File: config.mk
export PLATFORM = sky130hd
export DESIGN_NAME = adc_capture_ctrl
export DESIGN_NICKNAME = d
export VERILOG_FILES = /design/src/rtl/adc_capture_pkg.sv /design/src/rtl/adc_grp_trig.sv /design/src/rtl/adc_capture_ctrl.sv
export SDC_FILE = /design/constraint.sdc
export NUM_CORES = 1
export LEC_CHECK = 0
export ABC_AREA = 1
export BUFFER_PORTS_ARGS = -buffer_cell sky130_fd_sc_hd__clkbuf_2
export CAP_MARGIN = 40
export CORE_AREA = 2 2 388 390
export CTS_BUF_LIST = sky130_fd_sc_hd__clkbuf_8
export CTS_CLUSTER_DIAMETER = 200
export DETAILED_ROUTE_END_ITERATION = 10
export DIE_AREA = 0 0 390 392
export GPL_ROUTABILITY_DRIVEN = 0
export PLACE_DENSITY_LB_ADDON = 0.08
export RECOVER_POWER = 25
export SLEW_MARGIN = 10
export SYNTH_ARGS = -nofsm -noshare
export SYNTH_HDL_FRONTEND = slang
export SYNTH_SLANG_ARGS = --single-unit
export TNS_END_PERCENT = 5
File: constraint.sdc
create_clock -name clk500m -period 4.4 [get_ports clk500m]
set_input_delay 0.22 -clock clk500m [delete_from_list [all_inputs] [get_ports clk500m]]
set_output_delay 0.22 -clock clk500m [all_outputs]
set_load 0.02 [all_outputs]
File: src/rtl/adc_capture_pkg.sv
// adc_capture_pkg: state encoding and default widths shared by the ADC capture engine.
package adc_capture_pkg;
  typedef enum logic [1:0] {IDLE, ARMED, CAPTURE, DONE} cap_state_e;
  localparam int DROP_CNT_W = 16;
  localparam int DEF_DATA_W = 9;
  localparam int DEF_GRP_LANES = 8;
endpackage

File: src/rtl/adc_grp_trig.sv
// adc_grp_trig: lane-group mux, S1 sample register and any-lane >= threshold compare.
module adc_grp_trig #(
  parameter int NUM_LANES = 96,
  parameter int DATA_W = 9,
  parameter int GRP_LANES = 8,
  parameter int NGRP = NUM_LANES / GRP_LANES,
  parameter int SEL_W = NGRP > 1 ? $clog2(NGRP) : 1
) (
  input  logic                        clk,
  input  logic                        rst_n,
  input  logic [NUM_LANES*DATA_W-1:0] adc_data,
  input  logic [SEL_W-1:0]            sel,
  input  logic [DATA_W-1:0]           lvl,
  output logic [GRP_LANES*DATA_W-1:0] s1,
  output logic                        trig
);
  localparam int GW = GRP_LANES * DATA_W;
  logic [GW-1:0] grp;
  // Out-of-range selects read as zero rather than indexing past the bus.
  always_comb begin
    grp = '0;
    for (int g = 0; g < NGRP; g++) grp = sel == SEL_W'(g) ? adc_data[g*GW +: GW] : grp;
  end
  always_ff @(posedge clk or negedge rst_n) begin
    if (!rst_n) s1 <= '0;
    else s1 <= grp;
  end
  always_comb begin
    trig = 1'b0;
    for (int l = 0; l < GRP_LANES; l++) trig = trig | (s1[l*DATA_W +: DATA_W] >= lvl);
  end
endmodule

File: src/rtl/adc_capture_ctrl.sv
// adc_capture_ctrl: captures one ADC lane group into SRAM, optionally after a level trigger.
// Define ADC_CAPTURE_TRIG_TIMEOUT_EN to add the ARMED-state trigger timeout.
module adc_capture_ctrl
  import adc_capture_pkg::*;
#(
  parameter int NUM_LANES = 96,
  parameter int DATA_W = DEF_DATA_W,
  parameter int GRP_LANES = DEF_GRP_LANES,
  parameter int ADDR_W = 12,
  localparam int NGRP = NUM_LANES / GRP_LANES,
  localparam int SEL_W = NGRP > 1 ? $clog2(NGRP) : 1
) (
  input  logic                        clk500m,
  input  logic                        rst_n,
  input  logic [NUM_LANES*DATA_W-1:0] adc_data,
  input  logic                        start,
  input  logic                        abort,
  input  logic [SEL_W-1:0]            grp_sel,
  input  logic                        trig_en,
  input  logic [DATA_W-1:0]           trig_level,
  input  logic [ADDR_W:0]             cap_len,
`ifdef ADC_CAPTURE_TRIG_TIMEOUT_EN
  input  logic [15:0]                 trig_timeout,
  output logic                        timed_out,
`endif
  output logic                        mem_valid,
  input  logic                        mem_ready,
  output logic [ADDR_W-1:0]           mem_addr,
  output logic [GRP_LANES*DATA_W-1:0] mem_wdata,
  output logic                        busy,
  output logic                        done,
  output logic [DROP_CNT_W-1:0]       drop_cnt
);
  localparam logic [ADDR_W:0] MAX_LEN = {1'b1, {ADDR_W{1'b0}}};
  cap_state_e state;
  logic [GRP_LANES*DATA_W-1:0] s1;
  logic trig, go, acc;
  logic [SEL_W-1:0] sel_q;
  logic [DATA_W-1:0] lvl_q;
  logic [ADDR_W:0] len_q, len_in;
`ifdef ADC_CAPTURE_TRIG_TIMEOUT_EN
  logic [15:0] tcnt;
`endif
  // The START cycle already muxes the new group so S1 is valid on the first ARMED/CAPTURE edge.
  always_comb begin
    go = start & ~abort & (state == IDLE || state == DONE);
    acc = mem_valid & mem_ready;
    len_in = cap_len == '0 ? (ADDR_W+1)'(1) : cap_len > MAX_LEN ? MAX_LEN : cap_len;
  end
  adc_grp_trig #(.NUM_LANES(NUM_LANES), .DATA_W(DATA_W), .GRP_LANES(GRP_LANES)) u_grp (
    .clk(clk500m),
    .rst_n(rst_n),
    .adc_data(adc_data),
    .sel(go ? grp_sel : sel_q),
    .lvl(lvl_q),
    .s1(s1),
    .trig(trig)
  );
  // mem_addr doubles as the accepted-word counter; it is not advanced on the final accept.
  always_ff @(posedge clk500m or negedge rst_n) begin
    if (!rst_n) begin
      state <= IDLE;
      sel_q <= '0;
      lvl_q <= '0;
      len_q <= '0;
      mem_valid <= 1'b0;
      mem_addr <= '0;
      mem_wdata <= '0;
      busy <= 1'b0;
      done <= 1'b0;
      drop_cnt <= '0;
`ifdef ADC_CAPTURE_TRIG_TIMEOUT_EN
      tcnt <= '0;
      timed_out <= 1'b0;
`endif
    end else if (abort) begin
      state <= IDLE;
      mem_valid <= 1'b0;
      busy <= 1'b0;
      done <= 1'b0;
    end else begin
      case (state)
        IDLE, DONE: if (start) begin
          state <= trig_en ? ARMED : CAPTURE;
          sel_q <= grp_sel;
          lvl_q <= trig_level;
          len_q <= len_in;
          mem_addr <= '0;
          drop_cnt <= '0;
          busy <= 1'b1;
          done <= 1'b0;
`ifdef ADC_CAPTURE_TRIG_TIMEOUT_EN
          tcnt <= '0;
          timed_out <= 1'b0;
`endif
        end
        ARMED: if (trig) begin
          state <= CAPTURE;
          mem_valid <= 1'b1;
          mem_wdata <= s1;
        end
`ifdef ADC_CAPTURE_TRIG_TIMEOUT_EN
        else if (trig_timeout != '0 && tcnt == trig_timeout - 16'd1) begin
          state <= CAPTURE;
          mem_valid <= 1'b1;
          mem_wdata <= s1;
          timed_out <= 1'b1;
        end else tcnt <= tcnt + 16'd1;
`endif
        CAPTURE: if (acc && {1'b0, mem_addr} + 1'b1 == len_q) begin
          state <= DONE;
          mem_valid <= 1'b0;
          busy <= 1'b0;
          done <= 1'b1;
        end else begin
          mem_valid <= 1'b1;
          mem_wdata <= s1;
          if (acc) mem_addr <= mem_addr + 1'b1;
          else if (mem_valid && drop_cnt != '1) drop_cnt <= drop_cnt + 1'b1;
        end
        default: state <= IDLE;
      endcase
    end
  end
endmodule

# Word level (Yosys, flattened, before mapping)
# Cells that the tools add are included.
# op_classes
add_sub_neg	3
magnitude_cmp	9
n_eq_ne	25
mux	45
bitwise_logic	11
n_reduce_logical	18
# ops
op	count
72-bit 2-to-1 mux	14
72-bit case mux with 2 select lines	1
9-bit >= comparator	8
16-bit 2-to-1 mux	4
12-bit 2-to-1 mux	3
16-bit case mux with 2 select lines	1
13-bit 2-to-1 mux	2
12-bit case mux with 2 select lines	1
16-bit by 1-bit adder with 16-bit output, second input constant	1
4-bit by 3-bit equality test with 1-bit output, second input constant	4
4-bit equality test, second input constant	4
16-bit != test, second input constant	1
12-bit by 1-bit adder with 13-bit output, second input constant	1
13-bit equality test	1
13-bit > comparator, second input constant	1
13-bit zero test	1
12-bit by 1-bit adder with 12-bit output, second input constant	1
2-bit != test, second input constant	6
2-bit 2-to-1 mux	5
1-bit 2-to-1 mux	9
3-bit != test, second input constant	3
3-bit AND reduction	3
4-bit by 2-bit equality test with 1-bit output, second input constant	2
1-bit OR	7
other kinds (19)	27
# word_totals
ff_bits	203
input_bits	896
output_inout_bits	103
elab_cells	122

# Logic depth before layout (Yosys ltp)
# Gate-level depths: netlist of run 1.
# depth
ltp_word	17
ltp_mapped	19

# Cells and area by module
# A second synthesis of run 1 with hierarchy kept.
# hier_totals
cells_unflattened	2896
hier_area_um2	17306.6
# modules_own_cells
module	n_inst	cells_per_inst	area_per_inst_um2
adc_grp_trig	1	2081	10960.5
adc_capture_ctrl	1	815	6346.1

# Worst setup path before layout of run 1
# Ideal clock, no wire load.
# synth_path
path_type	flip-flop to flip-flop
from	reg mem_addr[1]
to	reg mem_valid
setup_time_ps	122
arrival_ps	2249
required_time_ps	4278
slack_ps	2029
path_stages_with_launch	18
path_buffers	2
synth_period_minus_slack_ps	2371
cell_sequence	dfrtp_1 ha_1 nand2_2 nor2_4 nand2_1 nand2_1 nand2_1 nand2_1 nand2_1 inv_2 nand2_1 nor2_1 nand4_1 o21a_1 buf_6 nand2_8 buf_12 o21ai_1
# synth_between
elab_chain_cells	6
# synth_lines
element	line	text
start: declaration	adc_capture_ctrl.sv:28	output logic [ADDR_W-1:0] mem_addr,
start signal: assignment	adc_capture_ctrl.sv:118	if (acc) mem_addr <= mem_addr + 1'b1;
12-bit by 1-bit adder with 13-bit output	adc_capture_ctrl.sv:110	CAPTURE: if (acc && {1'b0, mem_addr} + 1'b1 == len_q) begin
13-bit equality test	adc_capture_ctrl.sv:110	
1-bit logical AND	adc_capture_ctrl.sv:110	
1-bit 2-to-1 mux	adc_capture_ctrl.sv:110	
1-bit case mux with 2 select lines	adc_capture_ctrl.sv:82	case (state)
1-bit 2-to-1 mux	adc_capture_ctrl.sv:76	end else if (abort) begin
end signal: assignment	adc_capture_ctrl.sv:78	mem_valid <= 1'b0;
end signal: assignment	adc_capture_ctrl.sv:112	mem_valid <= 1'b0;
end signal: assignment	adc_capture_ctrl.sv:116	mem_valid <= 1'b1;
end: declaration	adc_capture_ctrl.sv:26	output logic mem_valid,
# No other way between the ends.
# A chain may end at the register's enable or synchronous reset.

# Final worst setup path of run 1
# layout_path
from	reg state[0]
to	reg u_grp.s1[38]
# layout_between
elab_chain_cells	17
# layout_lines
element	line	text
start: declaration	adc_capture_ctrl.sv:35	cap_state_e state;
start signal: assignment	adc_capture_ctrl.sv:84	state <= trig_en ? ARMED : CAPTURE;
2-bit equality test or 2-bit zero test (tied branches)	adc_capture_ctrl.sv:46	go = start & ~abort & (state == IDLE || state == DONE);
1-bit logical OR (*)	adc_capture_ctrl.sv:46	
1-bit bitwise AND (*)	adc_capture_ctrl.sv:46	
4-bit 2-to-1 mux (*)	adc_capture_ctrl.sv:54	.sel(go ? grp_sel : sel_q),
4-bit zero test	adc_grp_trig.sv:22	for (int g = 0; g < NGRP; g++) grp = sel == SEL_W'(g) ? adc_data[g*GW +: GW] : grp;
72-bit 2-to-1 mux (11 in a row)	adc_grp_trig.sv:22	
72-bit 2-to-1 mux (*)	adc_grp_trig.sv:22	
named net u_grp.grp[38]	adc_grp_trig.sv:18	logic [GW-1:0] grp;
end signal: assignment	adc_grp_trig.sv:26	else s1 <= grp;
end: declaration	adc_grp_trig.sv:14	output logic [GRP_LANES*DATA_W-1:0] s1,
# The timed path passes the listed nets; every way through them passes the cells marked *.

==> PnR_summary.wiki, run 1 <==
{| class="wikitable"
! Metric !! Value
|-
| Run status || finished with violations
|-
| Violated checks || capacitance limit, slew limit
|-
| Share of final-layout standard cells stronger than drive strength 1 || roughly 33%
|-
| Wirelength, routed || 153,000 um
|-
| CTS tree || built
|-
| Category of the critical setup timing path || flop to flop
|-
| Worst hold path type || primary input to flop
|-
| Post-DR vias/cell || 3.899
|-
| Vias in the first global route || between 20,000 and 25,000
|-
| Count of final max-slew check failures || 91
|-
| Worst flop-to-flop path startpoint || state[0]
|-
| Fraction of synthesis flops using an asynchronous set or reset pin || between 90% and 100%
|-
| Total number of nets in the final design || 5,041
|-
| Starting DRC count in detailed routing || 1,253
|-
| Worst setup path endpoint || u_grp.s1[38]
|-
| Sequential fraction of the synthesis area || between 20% and 30%
|-
| DRT antenna net count || 0
|-
| Critical path endpoint category || flop
|-
| DRT Pass-1 Iters || 5
|-
| Clock latency at the later pin of the worst-skew pair || about 640 ps
|-
| Max-slew headroom at the worst pin || -93.83%
|-
| Worst Skew || 39.32 ps
|-
| Wire length of the first global-routing pass || 203,000 um
|-
| Nets in the synthesized netlist || 3,882
|-
| Worst Max-Slew Pin Slew || 2907 ps
|-
| Dominant synthesized flop cell || sky130_fd_sc_hd__dfrtp_1
|-
| CTS sink cnt || 203
|-
| Post-placement cell area || 25,190 um^2
|-
| Cell area after technology mapping || 17,860 um^2
|-
| Arrival time at the worst endpoint || approximately 4700 ps
|-
| Beginning of the critical path || state[0]
|-
| Critical path peak fanout || slightly above 60
|-
| Pin count of the biggest net entering global routing || 93
|-
| Number of enable flip-flop cells after synthesis || 0
|-
| Full die area || between 150,000 and 200,000 um^2
|-
| Beginning of the worst hold path || start
|-
| Deepest level of the CTS H-tree || 2
|-
| Total congestion overflow after global routing || 0
|-
| Endpoint of the worst register-to-register path || u_grp.s1[38]
|-
| Count of boundary I/O pins || 999
|-
| Warnings, synthesis || 0
|-
| Data required time at the worst endpoint || around 4900 ps
|-
| Area of all placed cells without fillers || about 28,000 um^2
|-
| Top-area cell type share of the netlist area || 28.44%
|-
| Overall via count from detail_route || 23,660
|-
| Count of unique library cells instantiated by Yosys || 44
|-
| Wirelength per Cell || 25.21 um
|-
| Mean instance size in the synthesized netlist || 6.138 um^2
|-
| Max-cap violation count || 1
|-
| Startpoint class of the critical path || flop
|-
| Clk root buf || sky130_fd_sc_hd__clkbuf_8
|-
| DRC violations left || 0
|-
| Number of buffers added on ports || around 1,000
|-
| Reg2reg path depth || 18
|-
| Hold Fails Final Rpt || 0
|-
| Max clock buf depth || 3
|-
| Shortest clock period the worst path allows after layout || about 4100 ps
|-
| Final Hold Slack || roughly 180 ps
|-
| Initial antenna violation count || 78
|-
| Core area || roughly 150,000 um^2
|-
| Total CTS buffers || 46
|-
| Die Span X || roughly 390 um
|-
| Setup violations, final || 0
|-
| Die Span Y || 392 um
|-
| Library cell with the largest summed area after synthesis || sky130_fd_sc_hd__dfrtp_1
|-
| Tot GR Track Use || 19.10%
|-
| Initial core utilization || between 10% and 20%
|-
| Number of standard cells after synthesis || roughly 2,900
|-
| Total Neg Setup Slack || 0 ps
|-
| Worst VDD drop || 376.6 uV
|-
| Cell types occupying the most area after synthesis || sky130_fd_sc_hd__dfrtp_1 28%, sky130_fd_sc_hd__nand2_1 24%, sky130_fd_sc_hd__nand3_1 9.1%
|-
| Crit share post-route || 93.97%
|-
| Clock-pin slew on the worst setup and hold paths || 60 ps
|-
| Worst reg2reg setup slack || 270 ps
|-
| Pwr per Cell Area || 687.3 nW/um^2
|-
| Synth-to-layout area growth || 57.88%
|-
| Static Leakage || roughly 15 nW
|-
| Half-perimeter wire length of the detailed placement result || 128,900 um
|-
| Number of storage elements in the synthesis netlist || 203
|-
| Unrepaired setup endpoints after global routing || false
|-
| Peak clock frequency supported by timing || 241.8 MHz
|-
| Site Rows || roughly 140
|}
[logic make-up (layout without fill, tap and decap cells)]
| kind of cell | after synthesis | after routing | share of synthesized area [%] |
|---|---|---|---|
| AND/OR/NAND/NOR | 2056 | 2059 | 50.82 |
| XOR/XNOR | 18 | 18 | 1.037 |
| buffers and inverters | 406 | 1593 | 9.877 |
| flip-flops | 203 | 203 | 28.44 |
| other | 0 | 24 | 0 |
| adder cells (fa/ha/maj) | 76 | 76 | 5.324 |
| AO/OA/AOI/OAI | 151 | 151 | 4.504 |
[where the power goes]
group / internal [W] / switching (W) / total (W)
clock network: 0.00128 / 0.00105 / 0.00232
logic: 0.00477 / 0.00877 / 0.0135
registers: 0.00269 / 0.000826 / 0.00352
total: 0.00874 / 0.0106 / 0.0194
[per-layer routing]
layer | track usage, % | share of wire [%] | vias to the layer above
met2 | 31.65 | 47 | 814
li1 | - | - | 11590
met5 | 0 | 0.12 | -
met3 | 3.721 | 5.9 | 165
met4 | 3.812 | 1.8 | 28
met1 | 25.63 | 45 | 11060
[synth_stat cells (8+ instances only)]
library cell,count
sky130_fd_sc_hd__nand2_1,1140
sky130_fd_sc_hd__a21oi_1,94
sky130_fd_sc_hd__inv_1,243
sky130_fd_sc_hd__nand3_1,326
sky130_fd_sc_hd__xor2_1,11
sky130_fd_sc_hd__nor2_1,225
sky130_fd_sc_hd__or2_0,10
sky130_fd_sc_hd__clkbuf_1,64
sky130_fd_sc_hd__ha_1,76
sky130_fd_sc_hd__nand4_1,128
sky130_fd_sc_hd__or2_2,108
sky130_fd_sc_hd__buf_1,10
sky130_fd_sc_hd__dfrtp_1,203
sky130_fd_sc_hd__or2_1,10
sky130_fd_sc_hd__inv_2,9
sky130_fd_sc_hd__nand2_2,75
sky130_fd_sc_hd__buf_2,59
sky130_fd_sc_hd__o21ai_0,37
sky130_fd_sc_hd__buf_4,10
sky130_fd_sc_hd__nor3_1,8
[stage by stage]
stage | util [%] | cells | power (W) | setup slack (ps)
global placement | 16.90 | 5766 | 0.01582 | 680.9
CTS | 18.81 | 6033 | 0.01960 | 22.06
finish | 18.94 | 6068 | 0.01938 | 265.1
global route | 18.93 | 6061 | 0.02119 | 24.04
detailed placement | 16.92 | 5767 | 0.01576 | 677.4
floorplan | - | 2910 | 0.009810 | 2029
[what timing repair did]
| action | CTS | global route |
|---|---|---|
| endpoints found under the hold margin | 195 | 0 |
| resized for setup | 0 | 14 |
| endpoints found under the setup margin | 0 | 2 |
| hold buffers | 187 | 0 |
| setup buffers | 0 | 8 |
[cell usage in the layout (no fill, tap or decap), types with 94 or more instances in the layout]
cell type and instances:
sky130_fd_sc_hd__nand3_1 326, sky130_fd_sc_hd__a21oi_1 94, sky130_fd_sc_hd__nand4_1 128, sky130_fd_sc_hd__clkbuf_2 998, sky130_fd_sc_hd__inv_1 256, sky130_fd_sc_hd__nor2_1 224, sky130_fd_sc_hd__dlygate4sd3_1 187, sky130_fd_sc_hd__nand2_1 1136
sky130_fd_sc_hd__dfrtp_1 203, sky130_fd_sc_hd__or2_2 108
[how the worst min path moves through the flow]
stage | depth (start not counted) | slack [ps] | to
global route | 5 | 210 | sel_q[0]
global placement | 1 | 370 | mem_wdata[69]
finish | 5 | 180 | mem_addr[1]
CTS | 5 | 130 | mem_addr[1]
detailed placement | 1 | 370 | mem_wdata[69]
floorplan | 0 | -80 | busy
[critical path, stage by stage, from the launching register on]
cell and delay, ps:
sky130_fd_sc_hd__dfrtp_1 370, sky130_fd_sc_hd__inv_1 50, sky130_fd_sc_hd__ha_1 360, sky130_fd_sc_hd__nand3_2 130, sky130_fd_sc_hd__buf_4 280, sky130_fd_sc_hd__nand2_1 160
sky130_fd_sc_hd__nand2_1 200, sky130_fd_sc_hd__nor2_4 90, sky130_fd_sc_hd__buf_12 210, sky130_fd_sc_hd__nand3_1 130, sky130_fd_sc_hd__nand3_1 130, sky130_fd_sc_hd__nor2_1 140
sky130_fd_sc_hd__nand4_1 230, sky130_fd_sc_hd__nand2_1 200, sky130_fd_sc_hd__nand3_1 90, sky130_fd_sc_hd__nand2_1 60, sky130_fd_sc_hd__dlygate4sd3_1 530, sky130_fd_sc_hd__nand2_1 40
sky130_fd_sc_hd__dlygate4sd3_1 550
[cell type report]
type / count / area (um^2)
flip-flops and latches: 203 / 5080
fillers: 17570 / 120700
clock buffers: 57 / 784.5
repair buffers: 1260 / 7615
well taps: 1944 / 2432
diodes: 24 / 60.06
inverters: 254 / 957.2
clock inverters: 22 / 155.1
multi-input cells: 2304 / 11110
[sequential cells by signal, summed over array words and instances (netlist names)]
signal,flops
done,1
mem_addr,12
sel_q,4
state,2
mem_valid,1
u_grp.s1,72
mem_wdata,72
busy,1
drop_cnt,16
lvl_q,9
len_q,13
(Power assumes the default switching activity.)
==> inputs of run 2 (changes only) <==
--- a/config.mk
+++ b/config.mk
@@ -6,7 +6,7 @@
 export NUM_CORES = 1
 export LEC_CHECK = 0
 export ABC_AREA = 1
-export BUFFER_PORTS_ARGS = -buffer_cell sky130_fd_sc_hd__clkbuf_2
+export BUFFER_PORTS_ARGS = -buffer_cell sky130_fd_sc_hd__buf_2
 export CAP_MARGIN = 40
 export CORE_AREA = 2 2 388 390
 export CTS_BUF_LIST = sky130_fd_sc_hd__clkbuf_8
@@ -16,6 +16,8 @@
 export GPL_ROUTABILITY_DRIVEN = 0
 export PLACE_DENSITY_LB_ADDON = 0.08
 export RECOVER_POWER = 25
+export SKIP_CTS_REPAIR_TIMING = 1
+export SKIP_LAST_GASP = 1
 export SLEW_MARGIN = 10
 export SYNTH_ARGS = -nofsm -noshare
 export SYNTH_HDL_FRONTEND = slang
==> PnR_summary.wiki, run 2 (same netlist as run 1, synthesis figures left out) <==
{| class="wikitable"
! Metric !! Value
|-
| Max-slew headroom at the worst pin || -85.92%
|-
| Shortest clock period the worst path allows after layout || between 4000 and 5000 ps
|-
| Critical path, cell by cell || inv_1 > ha_1 > nand3_2 > inv_2 > nand2_1 > nand2_1 > nor2_4 > and2_4 > buf_4 > nand2_1 > nand3_1 > nor2_1 > nand4_1 > nand2_1 > nand3_1 > nand2_1 > nand2_1 > dlygate4sd3_1
|-
| Worst VDD drop || approximately 300 uV
|-
| CTS sink cnt || approximately 200
|-
| Pin count of the biggest net entering global routing || a little under 90
|-
| Setup violations, final || 0
|-
| Site Rows || 142
|-
| Most common library cell in the layout ignoring fill and taps || sky130_fd_sc_hd__nand2_1
|-
| Die Span Y || 392 um
|-
| Total congestion overflow after global routing || 0
|-
| Highest cell delay on the worst timing path || 540 ps
|-
| Unrepaired setup endpoints after global routing || false
|-
| CTS tree || built
|-
| Final Hold Slack || 0.7779 ps
|-
| Initial antenna violation count || 124
|-
| Worst hold path type || primary input to flop
|-
| Starting DRC count in detailed routing || 1,403
|-
| Count of final max-slew check failures || 87
|-
| Critical path peak fanout || 35
|-
| Worst Max-Slew Pin Slew || 2789 ps
|-
| DRT antenna net count || 0
|-
| Clock latency at the later pin of the worst-skew pair || 720 ps
|-
| Number of buffers added on ports || 998
|-
| Worst Skew || 60.04 ps
|-
| CP delay by family, top || simple AND/OR/NAND/NOR gates
|-
| Critical path endpoint category || flop
|-
| Crit share post-route || a little over nine tenths
|-
| Fin util || 18.88%
|-
| Category of the critical setup timing path || flop to flop
|-
| Wirelength per Cell || 25.14 um
|-
| DRC violations left || 0
|-
| Hold Fails Final Rpt || 0
|-
| Full die area || 152,900 um^2
|-
| Deepest level of the CTS H-tree || 2
|-
| Static Leakage || between 10 and 15 nW
|-
| Total CTS buffers || 50
|-
| DRT Pass-1 Iters || 5
|-
| Filler cells || 17,540
|-
| Pwr per Cell Area || between 600 and 700 nW/um^2
|-
| Slowest-stage cell, CP || sky130_fd_sc_hd__dlygate4sd3_1
|-
| Half-perimeter wire length of the detailed placement result || 127,900 um
|-
| Wirelength, routed || 152,500 um
|-
| Number of placed instances with taps included || approximately 5,800
|-
| Total Neg Setup Slack || 0 ps
|-
| Clock-pin slew on the worst setup and hold paths || 60 ps
|-
| Total Power Consumption || slightly below 0.02 W
|-
| Startpoint class of the critical path || flop
|-
| Final Instance Count excl. Fillers || 6,067
|-
| Share of final-layout standard cells stronger than drive strength 1 || between 30% and 40%
|-
| Run status || finished with violations
|-
| Overall via count from detail_route || 24,020
|-
| Initial core utilization || between 10% and 20%
|-
| Number of buffers and inverters on the critical path || 4
|-
| Die Span X || 390 um
|-
| Arrival time at the worst endpoint || 4740 ps
|-
| Core area || 148,900 um^2
|-
| Count of boundary I/O pins || between 900 and 1,000
|-
| Violated checks || capacitance limit, slew limit
|-
| Total number of nets in the final design || 5,017
|-
| Cell occurring most often along the worst timing path || sky130_fd_sc_hd__nand2_1
|-
| Tot GR Track Use || 19.06%
|-
| Max-cap violation count || 1
|-
| Post-DR vias/cell || about 4.0
|-
| Largest registers || mem_wdata x72, u_grp.s1 x72, drop_cnt x16
|-
| Peak clock frequency supported by timing || 241.3 MHz
|-
| Commonest non-fill, non-tap cells in the layout || 1,137 x sky130_fd_sc_hd__nand2_1, 997 x sky130_fd_sc_hd__buf_2, 326 x sky130_fd_sc_hd__nand3_1, 259 x sky130_fd_sc_hd__inv_1, 225 x sky130_fd_sc_hd__nor2_1
|-
| Vias in the first global route || 23,590
|-
| Data required time at the worst endpoint || 5000 ps
|-
| Synth-to-layout area growth || 57.41%
|-
| Wire length of the first global-routing pass || 201,100 um
|-
| Clk root buf || sky130_fd_sc_hd__clkbuf_8
|-
| Max clock buf depth || 3
|}
[run 2: per-layer routing]
layer  global-route usage, %  wire [um]
met2                   31.39      70830
met1                   25.10      68450
met3                   4.799      10130
met4                   3.707       2775
met5                       0        363
[run 2: layout make-up]
class	instances	area [um^2]	share of cell area, %
inverters	254	954.7	3.395
multi-input cells	2301	11060	39.34
clock buffers	64	880.8	3.133
flip-flops and latches	203	5080	18.07
diodes	37	92.59	0.3293
clock inverters	29	250.2	0.8900
well taps	1944	2432	8.651
repair buffers	1235	7363	26.19
[run 2: path summary, 6_finish.rpt]
check | start | to | slack, ps | cells after the start
max | state[0] | u_grp.s1[59] | 260 | 18
min | adc_data[449] | u_grp.s1[17] | 0.8 | 5
max reg2reg | state[0] | u_grp.s1[59] | 260 | 18
min reg2reg | done | done | 460 | 2
max in group asynchronous | rst_n | drop_cnt[14] | 910 | 3
min in group asynchronous | rst_n | u_grp.s1[61] | 780 | 2
[run 2: metrics by stage]
stage	area, um^2	setup WS (ps)
final	28120	256.5
after global routing	28060	4.697
after CTS	26220	563.2
after detailed placement	25090	568.9
after global placement	25070	607.3
after floorplan	17860	2029
[run 2: worst min-delay path: stages]
cell and delay, ps:
sky130_fd_sc_hd__buf_2 70, sky130_fd_sc_hd__nand2_1 50, sky130_fd_sc_hd__nand3_1 120, sky130_fd_sc_hd__nand2_1 100, sky130_fd_sc_hd__nand4_1 90
[run 2: power by group]
part | switching (W) | internal [W] | total (W) | leakage, nW
logic | 0.00856 | 0.00452 | 0.0131 | 11.5
registers | 0.000841 | 0.00269 | 0.00354 | 2.58
clock network | 0.00115 | 0.00154 | 0.00269 | 0.640
==> inputs of run 3 (changes only) <==
--- a/config.mk
+++ b/config.mk
@@ -14,7 +14,6 @@
 export DETAILED_ROUTE_END_ITERATION = 10
 export DIE_AREA = 0 0 390 392
 export GPL_ROUTABILITY_DRIVEN = 0
-export PLACE_DENSITY_LB_ADDON = 0.08
 export RECOVER_POWER = 25
 export SKIP_CTS_REPAIR_TIMING = 1
 export SKIP_LAST_GASP = 1
==> PnR_summary.wiki, run 3 (same netlist as run 1, synthesis figures left out) <==
{| class="wikitable"
! Metric !! Value
|-
| Category of the critical setup timing path || flop to flop
|-
| Max-slew headroom at the worst pin || -79.47%
|-
| Synth-to-layout area growth || 56.85%
|-
| Share of final-layout standard cells stronger than drive strength 1 || 32.70%
|-
| Half-perimeter wire length of the detailed placement result || between 100,000 and 150,000 um
|-
| Full die area || ~150,000 um^2
|-
| Critical path peak fanout || 27
|-
| Post-layout worst setup margin || 184.7 ps
|-
| Total Neg Setup Slack || 0 ps
|-
| Highest cell delay on the worst timing path || 570 ps
|-
| Commonest non-fill, non-tap cells in the layout || 1,136 x sky130_fd_sc_hd__nand2_1, 997 x sky130_fd_sc_hd__buf_2, 326 x sky130_fd_sc_hd__nand3_1, 260 x sky130_fd_sc_hd__inv_1, 225 x sky130_fd_sc_hd__nor2_1
|-
| Clock latency at the later pin of the worst-skew pair || 670 ps
|-
| Deepest level of the CTS H-tree || 2
|-
| Clk root buf || sky130_fd_sc_hd__clkbuf_8
|-
| Pre-CTS setup slack || 259.8 ps
|-
| Die Span Y || 392 um
|-
| Slowest-stage cell, CP || sky130_fd_sc_hd__dlygate4sd3_1
|-
| Wirelength per Cell || between 20 and 25 um
|-
| Peak clock frequency supported by timing || 237.2 MHz
|-
| Wire length of the first global-routing pass || 183,200 um
|-
| Total number of nets in the final design || 5,015
|-
| DRC violations left || 0
|-
| Overall via count from detail_route || 25,530
|-
| Pin count of the biggest net entering global routing || 91
|-
| Final Instance Count excl. Fillers || slightly above 6,000
|-
| Largest registers || mem_wdata x72, u_grp.s1 x72, drop_cnt x16
|-
| Clock-pin slew on the worst setup and hold paths || 60 ps
|-
| CP delay by family, top || simple AND/OR/NAND/NOR gates
|-
| Initial antenna violation count || 97
|-
| Number of placed instances with taps included || between 5,000 and 6,000
|-
| Total congestion overflow after global routing || 0
|-
| Count of boundary I/O pins || 999
|-
| Worst VDD drop || 249.2 uV
|-
| Site Rows || 142
|-
| DRT Pass-1 Iters || 7
|-
| Total CTS buffers || between 40 and 50
|-
| Wirelength, routed || about 140,000 um
|-
| Number of buffers added on ports || 998
|-
| Max-cap violation count || 1
|-
| Max clock buf depth || 3
|-
| Tot GR Track Use || between 10% and 20%
|-
| Startpoint class of the critical path || flop
|-
| CTS tree || built
|-
| Violated checks || capacitance limit, slew limit
|-
| Worst Max-Slew Pin Slew || 2692 ps
|-
| Worst hold path type || primary input to flop
|-
| Pwr per Cell Area || 705.5 nW/um^2
|-
| Number of buffers and inverters on the critical path || 5
|-
| Post-DR vias/cell || 4.208
|-
| Static Leakage || approximately 15 nW
|-
| Run status || finished with violations
|-
| Shortest clock period the worst path allows after layout || about 4200 ps
|-
| DRT antenna net count || 0
|-
| Arrival time at the worst endpoint || 4730 ps
|-
| Initial core utilization || about an eighth
|-
| Crit share post-route || a little over nine tenths
|-
| CTS sink cnt || 203
|-
| Hold Fails Final Rpt || 0
|-
| Worst Skew || ~44 ps
|-
| Most common library cell in the layout ignoring fill and taps || sky130_fd_sc_hd__nand2_1
|-
| Critical path endpoint category || flop
|-
| Vias in the first global route || 23,100
|-
| Final Hold Slack || 49.68 ps
|-
| Critical path, cell by cell || inv_1 > ha_1 > nand3_4 > inv_2 > nand2_1 > nand2_1 > nor2_4 > nand2_4 > buf_4 > inv_1 > nand2_1 > nand3_1 > nand2_1 > nand3_1 > nand2_1 > nand4_1 > dlygate4sd3_1
|-
| Core area || 148,900 um^2
|-
| Data required time at the worst endpoint || 4910 ps
|-
| Count of final max-slew check failures || 91
|-
| Setup violations, final || 0
|-
| Cell occurring most often along the worst timing path || sky130_fd_sc_hd__nand2_1
|-
| Starting DRC count in detailed routing || around 2,500
|-
| Die Span X || around 390 um
|}
## run 3: cell types whose count changed in the layout (fill, tap and decap cells not counted), moves of 2 or more
cell                         delta
sky130_fd_sc_hd__clkinv_2       -2
sky130_fd_sc_hd__clkinvlp_4     +4
sky130_fd_sc_hd__clkbuf_8      -17
sky130_fd_sc_hd__clkinv_8       -2
sky130_fd_sc_hd__inv_2          -2
sky130_fd_sc_hd__inv_8          +2
sky130_fd_sc_hd__buf_4          +7
sky130_fd_sc_hd__bufinv_16      +2
sky130_fd_sc_hd__diode_2        +9
## run 3: final cells by class
class	instances	area (um^2)
fillers	17050	120900
multi-input cells	2301	11080
repair buffers	1240	7392
flip-flops and latches	203	5080
well taps	1944	2432
inverters	254	957.2
clock buffers	47	646.9
clock inverters	32	314.1
diodes	46	115.1
## run 3: path summary, 6_finish.rpt
kind	from	to	slack (ps)	depth (start not counted)
setup reg to reg	state[0]	u_grp.s1[33]	180	17
min in group asynchronous	rst_n	u_grp.s1[7]	920	2
setup / recovery	state[0]	u_grp.s1[33]	180	17
hold / removal	adc_data[664]	u_grp.s1[16]	50	7
max in group asynchronous	rst_n	u_grp.s1[63]	830	3
hold reg to reg	done	done	470	2
## run 3: metrics by stage
| step | power [W] | instance area [um^2] | util (%) |
|---|---|---|---|
| after detailed placement | 0.01620 | 25120 | 16.87 |
| after floorplan | 0.009810 | 17860 | - |
| after CTS | 0.01873 | 26090 | 17.52 |
| final | 0.01976 | 28010 | 18.82 |
| after global routing | 0.02134 | 27950 | 18.78 |
| after global placement | 0.01611 | 25120 | 16.87 |
## run 3: power breakdown
part           switching, W  leakage [nW]  internal [W]
clock network       0.00104         0.534       0.00135
registers          0.000824          2.58       0.00269
logic               0.00943          11.5       0.00443
## run 3: layer usage
layer	vias up	track usage [%]	wire [um]
met1	11870	21.95	57790
met5	-	0.3190	384
li1	11590	-	-
met2	1647	26.44	61080
met4	46	6.135	6079
met3	375	6.978	16660
## run 3: worst register-to-register path: cells and delay by family (launching register included)
family / cells / cell delay (ps)
and+or+nand+nor: 11 / 1890
buffers and inverters: 5 / 1410
adders and majority gates: 1 / 400
DFF: 1 / 370
